===== src/rtl/fifo_wr_bridge.sv =====
// -----------------------------------------------------------------------------
// fifo_wr_bridge
//
// Purpose:
//   Bridges an upstream valid/ready stream with frame markers (s_last) onto the
//   write port of an asynchronous FIFO. Incoming words go into a two-entry skid
//   buffer so that s_ready can come straight from a flop. The head word is
//   presented on fifo_data/fifo_wr_en until the FIFO takes it (fifo_full low at
//   a clock edge). Every consumed word that carries last=1 closes a frame and
//   increments frame_cnt.
//
// Configuration:
//   FIFO_WR_BRIDGE_HDR_EN  When defined, every frame is preceded by a header
//                          word equal to the low DATA_WIDTH bits of frame_cnt
//                          (zero-extended when CNT_WIDTH < DATA_WIDTH). The
//                          header does not count as a frame. When undefined,
//                          only stream words are written.
//
// Parameters:
//   DATA_WIDTH  width of stream words and FIFO write data (default 8)
//   CNT_WIDTH   width of the frame counter (default 16)
//
// Ports:
//   clk_wr      write-domain clock, all logic on its rising edge
//   rst_n       asynchronous active-low reset
//   s_data      upstream word
//   s_valid     upstream word valid
//   s_last      upstream word is the final word of its frame
//   s_ready     bridge accepts a word this cycle (registered)
//   fifo_data   word presented to the FIFO data_in
//   fifo_wr_en  word presented to the FIFO (drives wr_en)
//   fifo_full   FIFO full flag, write domain
//   frame_cnt   number of frames fully written, wraps modulo 2^CNT_WIDTH
//   busy        a word is buffered or a frame is still open
// -----------------------------------------------------------------------------
module fifo_wr_bridge #(
   parameter int DATA_WIDTH = 8,
   parameter int CNT_WIDTH  = 16
) (
   input  logic                  clk_wr,
   input  logic                  rst_n,
   input  logic [DATA_WIDTH-1:0] s_data,
   input  logic                  s_valid,
   input  logic                  s_last,
   output logic                  s_ready,
   output logic [DATA_WIDTH-1:0] fifo_data,
   output logic                  fifo_wr_en,
   input  logic                  fifo_full,
   output logic [CNT_WIDTH-1:0]  frame_cnt,
   output logic                  busy
);

   typedef enum logic [1:0] {
      ST_IDLE = 2'd0,
      ST_BODY = 2'd1
`ifdef FIFO_WR_BRIDGE_HDR_EN
      ,
      ST_HDR  = 2'd2
`endif
   } state_e;

   state_e                state_q;
   state_e                state_d;

   // Skid buffer: entry 0 is always the head (oldest word).
   logic [1:0]            occ_q;
   logic [1:0]            occ_d;
   logic [DATA_WIDTH-1:0] data0_q;
   logic [DATA_WIDTH-1:0] data0_d;
   logic [DATA_WIDTH-1:0] data1_q;
   logic [DATA_WIDTH-1:0] data1_d;
   logic                  last0_q;
   logic                  last0_d;
   logic                  last1_q;
   logic                  last1_d;

   logic [CNT_WIDTH-1:0]  cnt_q;
   logic [CNT_WIDTH-1:0]  cnt_d;

   // Registered copy of (occupancy < 2); held low while in reset.
   logic                  rdy_q;
   logic                  rdy_d;

   logic                  accept;
   logic                  data_present;
   logic                  pop;

`ifdef FIFO_WR_BRIDGE_HDR_EN
   logic                  hdr_present;
   logic                  hdr_pop;
   logic [DATA_WIDTH-1:0] hdr_word;

   // The header carries the index of the frame it precedes, i.e. the count of
   // frames completed so far, fitted to the data width.
   if (CNT_WIDTH >= DATA_WIDTH) begin : g_hdr_trunc
      assign hdr_word = cnt_q[DATA_WIDTH-1:0];
   end else begin : g_hdr_ext
      assign hdr_word = {{(DATA_WIDTH-CNT_WIDTH){1'b0}}, cnt_q};
   end
`endif

   // Handshake and presentation. In header mode the buffered data of a new
   // frame is held back until its header has been taken by the FIFO.
   always_comb begin
      accept       = s_valid && rdy_q;
`ifdef FIFO_WR_BRIDGE_HDR_EN
      hdr_present  = (state_q == ST_HDR);
      hdr_pop      = hdr_present && !fifo_full;
      data_present = (state_q == ST_BODY) && (occ_q != 2'd0);
`else
      data_present = (occ_q != 2'd0);
`endif
      pop          = data_present && !fifo_full;
   end

   // FIFO write port is driven only from registered state, so the word and
   // its enable stay stable for as long as the FIFO stays full.
   always_comb begin
      fifo_wr_en = data_present;
      fifo_data  = '0;
      if (data_present) begin
         fifo_data = data0_q;
      end
`ifdef FIFO_WR_BRIDGE_HDR_EN
      if (hdr_present) begin
         fifo_wr_en = 1'b1;
         fifo_data  = hdr_word;
      end
`endif
   end

   // Skid buffer update. A pop shifts entry 1 into the head; an accepted word
   // then lands in the first free slot after that shift. An accept together
   // with a pop can only happen at occupancy 1, so that word goes to the head.
   always_comb begin
      data0_d = data0_q;
      data1_d = data1_q;
      last0_d = last0_q;
      last1_d = last1_q;
      occ_d   = occ_q;

      if (pop) begin
         data0_d = data1_q;
         last0_d = last1_q;
      end

      if (accept) begin
         if (pop || (occ_q == 2'd0)) begin
            data0_d = s_data;
            last0_d = s_last;
         end else begin
            data1_d = s_data;
            last1_d = s_last;
         end
      end

      case ({accept, pop})
         2'b10:   occ_d = occ_q + 2'd1;
         2'b01:   occ_d = occ_q - 2'd1;
         default: occ_d = occ_q;
      endcase

      rdy_d = (occ_d != 2'd2);
   end

   // A frame is complete only when its last word actually leaves the bridge.
   always_comb begin
      cnt_d = cnt_q;
      if (pop && last0_q) begin
         cnt_d = cnt_q + CNT_WIDTH'(1);
      end
   end

   // Frame state. After a last word is consumed, anything still buffered
   // belongs to the next frame, which in header mode needs its own header.
   always_comb begin
      state_d = state_q;
      case (state_q)
         ST_IDLE: begin
            if (accept) begin
`ifdef FIFO_WR_BRIDGE_HDR_EN
               state_d = ST_HDR;
`else
               state_d = ST_BODY;
`endif
            end
         end
         ST_BODY: begin
            if (pop && last0_q) begin
               if (occ_d == 2'd0) begin
                  state_d = ST_IDLE;
               end else begin
`ifdef FIFO_WR_BRIDGE_HDR_EN
                  state_d = ST_HDR;
`else
                  state_d = ST_BODY;
`endif
               end
            end
         end
`ifdef FIFO_WR_BRIDGE_HDR_EN
         ST_HDR: begin
            if (hdr_pop) begin
               state_d = ST_BODY;
            end
         end
`endif
         default: state_d = ST_IDLE;
      endcase
   end

   // State registers. Reset drops all buffered words and any open frame.
   always_ff @(posedge clk_wr or negedge rst_n) begin
      if (!rst_n) begin
         state_q <= ST_IDLE;
         occ_q   <= 2'd0;
         data0_q <= '0;
         data1_q <= '0;
         last0_q <= 1'b0;
         last1_q <= 1'b0;
         cnt_q   <= '0;
         rdy_q   <= 1'b0;
      end else begin
         state_q <= state_d;
         occ_q   <= occ_d;
         data0_q <= data0_d;
         data1_q <= data1_d;
         last0_q <= last0_d;
         last1_q <= last1_d;
         cnt_q   <= cnt_d;
         rdy_q   <= rdy_d;
      end
   end

   assign s_ready   = rdy_q;
   assign frame_cnt = cnt_q;
   assign busy      = (state_q != ST_IDLE) || (occ_q != 2'd0);

endmodule


===== config.mk =====
export PLATFORM = sky130hd
export DESIGN_NAME = fifo_wr_bridge
export DESIGN_NICKNAME = d
export VERILOG_FILES = /design/src/rtl/fifo_wr_bridge.sv
export SDC_FILE = /design/constraint.sdc
export NUM_CORES = 1
export LEC_CHECK = 0
export CAP_MARGIN = 20
export CORE_ASPECT_RATIO = 1.25
export CORE_MARGIN = 4
export CORE_UTILIZATION = 33
export CTS_CLUSTER_DIAMETER = 50
export DETAILED_ROUTE_END_ITERATION = 16
export GPL_ROUTABILITY_DRIVEN = 0
export PLACE_DENSITY = 0.58
export RECOVER_POWER = 25
export SLEW_MARGIN = 20
export SYNTH_ARGS = -nofsm -noshare
export SYNTH_HDL_FRONTEND = slang
export SYNTH_SLANG_ARGS = --single-unit

===== constraint.sdc =====
create_clock -name clk_wr -period 3.7 [get_ports clk_wr]
set_input_delay 0.74 -clock clk_wr [delete_from_list [all_inputs] [get_ports clk_wr]]
set_output_delay 0.74 -clock clk_wr [all_outputs]
set_load 0.02 [all_outputs]

# After elaboration in Yosys (flattened, before gate mapping)
# Cells that the tools add are included.
# op_classes
n_addsub,3
n_eq_ne,6
muxes,12
bitwise,1
reduce_logical,13
# ops
op,count
8-bit 2-to-1 mux,4
16-bit by 1-bit adder with 16-bit output (second input constant),1
2-bit one-hot mux with 2 select lines,2
2-bit zero test,3
2-bit inequality test (second input constant),3
2-bit by 1-bit equality test with 1-bit output (second input constant),2
1-bit 2-to-1 mux,4
2-bit 2-to-1 mux,2
2-bit AND reduction,2
2-bit nonzero test,2
1-bit logical AND,3
2-bit by 1-bit adder with 2-bit output (second input constant),1
2-bit equality test (second input constant),1
1-bit logical OR,2
2-bit by 1-bit subtractor with 2-bit output (second input constant),1
1-bit zero test,1
1-bit NOT,1
# word_totals
ff_bits,39
in_bits,13
out_inout_bits,27
wordCells,43

# Logic depth before layout (Yosys ltp)
# depth
word_depth,8
mapped_depth,8
mapped_depth_nobuf,7

# Worst setup path after synthesis
# Ideal clock, no wire load.
# synth_timing
path_kind,input port to flip-flop
startpoint,in fifo_full
endpoint,reg state_q[0]
setup_ps,122
arrival_time_ps,2182
t_required_ps,3578
path_slack_ps,1396
cell_stages,7
n_path_buf,1
cell_sequence,o21bai_2 -> inv_1 -> clkbuf_1 -> ha_1 -> xnor2_1 -> or3_1 -> a2bb2oi_1
# synth_between
elab_chain_len,8
word_cells_on_any_way,12
classes_between,eq/ne: 3; mux: 4; reduce/logical: 5
# synth_rtl
item,line_no,source
start: declaration,48,"input logic fifo_full,"
1-bit zero test *,113,pop = data_present && !fifo_full;
1-bit logical AND *,113,
2-bit by 1-bit equality test with 1-bit output / 2-bit equality test (equally long branches),157,"case ({accept, pop})"
2-bit one-hot mux with 2 select lines *,157,
named net occ_d[0],67,logic [1:0] occ_d;
2-bit zero test *,190,if (occ_d == 2'd0) begin
1-bit 2-to-1 mux *,190,
2-bit 2-to-1 mux *,189,if (pop && last0_q) begin
2-bit one-hot mux with 2 select lines *,178,case (state_q)
end signal: assignment,224,state_q <= state_d;
end: declaration,62,state_e state_q;
# The timed path passes the listed nets; every way through them passes the cells marked *. The select of a mux whose other input is x is not followed.
# A chain may end at the register's enable or synchronous reset.

# Final worst setup path
# layout_timing
startpoint,reg occ_q[0]
endpoint,out fifo_data[1]
# layout_between
elab_chain_len,2
# layout_rtl
item,line_no,source
start: declaration,66,logic [1:0] occ_q;
start signal: assignment,216,occ_q <= 2'd0;
start signal: assignment,225,occ_q <= occ_d;
2-bit nonzero test,111,data_present = (occ_q != 2'd0);
8-bit 2-to-1 mux,121,if (data_present) begin
end: declaration,46,"output logic [DATA_WIDTH-1:0] fifo_data,"
# Every way passes these cells.

==> impl_metrics.env <==
export IMPL_finalClockSkew_ns=0.003264
export IMPL_synth_area_leaders="dfrtp_1 (55%), mux2_2 (6.5%), nand2_1 (5.5%)"
export IMPL_required_ns=2.96
export IMPL_hold_class="reg2reg"
export IMPL_grt_first_pass_wirelength_um=5699
export IMPL_hold_viol_final=0
export IMPL_async_reset_ff_share_pct=100.0
export IMPL_finalCritPeriodShare_pct=70.51
export IMPL_drtIter0Drc=44
export IMPL_cts_buffer_depth=2
export IMPL_syn_cell_area_um2=1722
export IMPL_setup_violations=0
export IMPL_synth_distinct_cells=24
export IMPL_p_leak_nw=0.9778
export IMPL_status="complete, but fails checks"
export IMPL_rsz0062_at_grt="no"
export IMPL_tns_ns=0
export IMPL_cts_tree="yes"
export IMPL_clk_pin_slew_worst_paths_ns=0.07
export IMPL_cts_sinks=38
export IMPL_drt_pass1_iterations=5
export IMPL_wire_per_inst_um=12.65
export IMPL_ant_nets=0
export IMPL_tightest_slew_ns=2.015
export IMPL_antenna_found_initial=0
export IMPL_crit_path_end_kind="output pin"
export IMPL_drive_gt1_share_pct=10.45
export IMPL_die_w_um=72.61
export IMPL_grt_pass1_vias=1204
export IMPL_post_cts_buffers=0
export IMPL_synthCells=160
export IMPL_postSynthAreaPerCell_um2=10.76
export IMPL_ys_seq_area_share_pct=55.23
export IMPL_htreeDepth=2
export IMPL_worstPathArrival_ns=1.87
export IMPL_core_um2=5080
export IMPL_cap_violations=1
export IMPL_synth_most_common_cell="dfrtp_1"
export IMPL_dp_hpwl_um=2417
export IMPL_hold_buffers=0
export IMPL_stdcell_area_um2=2237
export IMPL_critPathKind="reg2out"
export IMPL_ctsResizeCount=0
export IMPL_startpoint_type="flip-flop"
export IMPL_ys_ff_latch=38
export IMPL_ir_drop_v=0.0003132
export IMPL_vias_per_cell=4.627
export IMPL_grt_max_degree=39
export IMPL_synth_ff_type="dfrtp_1"
export IMPL_start_util_pct=33.89
export IMPL_place_area_um2=2162
export IMPL_power_density_nw_per_um2=731.8
export IMPL_dieArea_um2=6444
export IMPL_grt_total_usage_pct=11.49
export IMPL_rows=29
export IMPL_vias=1217
export IMPL_io_pins=40
export IMPL_num_antenna_cells=0
export IMPL_portBuffers=39
export IMPL_min_period_ns=2.609
export IMPL_drt_total_wl_um=3326
export IMPL_overflow=0
export IMPL_total_power_mw=1.637
export IMPL_final_nets=216
export IMPL_cts_buffers=5
export IMPL_fp_dieH_um=88.76
export IMPL_clock_latency_ns=0.28
export IMPL_synthTopCellsByCount="dfrtp_1 (38), nand2_1 (25), nor2_1 (16)"
export IMPL_netlist_area_leader_share_pct=55.23
export IMPL_synth_edf_count=0
export IMPL_slew_headroom_pct=-34.32
export IMPL_syn2layout_area_growth_pct=29.94
export IMPL_drc=0
export IMPL_ys_warn_count=0
export IMPL_violations="capacitance limit, slew limit"
export IMPL_slew_violations=39
export IMPL_synth_area_leader_cell="dfrtp_1"
export IMPL_root_buffer="clkbuf_8"
export IMPL_syn_nets=175
export IMPL_path_max_fanout=9
export IMPL_max_freq_ghz=0.3833
metal layers:
layer	vias to the layer above	GRT usage [%]	wire (um)
met4	0	6.040	75
met2	29	18.39	1555
li1	618	-	-
met1	563	14.28	1503
met5	-	0	0
met3	7	2.841	192
critical path, cell delays in order (launching register included):
cell and delay [ns]:
dfrtp_1 0.45, or2_2 0.40, and2_1 0.19, clkdlybuf4s50_1 0.54
registers in the layout (all words and copies together) (netlist names):
register   count
data1_q        8
last0_q        1
data0_q        8
s_ready        1
last1_q        1
occ_q          2
frame_cnt     16
state_q        1
layout by cell type (no fill, tap or decap), types with 3 or more instances in the layout:
cell type        instances
mux2_2                  10
xnor2_1                 10
and2_1                   8
nand2_1                 25
clkbuf_8                 5
nand3_1                  7
nor2_1                  16
dfrtp_1                 38
xor2_1                   8
inv_1                    4
a31oi_1                  9
nand4_1                  3
clkdlybuf4s50_1         38
clkbuf_1                 3
kinds of logic after synthesis:
kind of cell	share of synthesized area, %
AO/OA/AOI/OAI	4.723
XOR/XNOR	9.157
adder cells (fa/ha/maj)	1.453
buffers and inverters	2.616
flip-flops	55.23
multiplexers	6.541
AND/OR/NAND/NOR	20.28
where the power goes:
group	leakage [nW]	internal (mW)	switching [mW]
sequential	0.470	0.564	0.106
combinational	0.470	0.358	0.345
clock	0.0383	0.130	0.134
total	0.978	1.05	0.585
stage by stage:
step | cells | setup WS, ns | hold slack (ns) | utilization [%]
finish | 263 | 1.091 | 0.4614 | 44.04
global route | 263 | 0.9988 | 0.5022 | 44.04
CTS | 263 | 1.057 | 0.4703 | 44.06
detailed placement | 256 | 0.9757 | 0.4591 | 42.56
floorplan | 160 | 1.396 | 0.4444 | -
global placement | 256 | 0.9967 | 0.4655 | 42.56
area by class of cell:
class | instances | area [um2]
inverters | 4 | 15.01
clock buffers | 7 | 76.32
well taps | 62 | 77.57
flip-flops and latches | 38 | 950.9
fillers | 508 | 2843
repair buffers | 40 | 391.6
multi-input cells | 112 | 725.7
path summary, 6_finish.rpt:
| path | from | endpoint | slack (ns) | cells after the start |
|---|---|---|---|---|
| max in group asynchronous | rst_n | data1_q[4]$_DFFE_PN0P_ | 1.52 | 1 |
| hold reg to reg | frame_cnt[15]$_DFFE_PN0P_ | frame_cnt[15]$_DFFE_PN0P_ | 0.46 | 1 |
| hold / removal | frame_cnt[15]$_DFFE_PN0P_ | frame_cnt[15]$_DFFE_PN0P_ | 0.46 | 1 |
| setup reg to reg | occ_q[0]$_DFF_PN0_ | state_q[0]$_DFFE_PN0P_ | 1.54 | 6 |
| setup / recovery | occ_q[0]$_DFF_PN0_ | fifo_data[1] | 1.09 | 3 |
| min in group asynchronous | rst_n | frame_cnt[5]$_DFFE_PN0P_ | 1.02 | 1 |
Power figures use the tool's default switching activity.
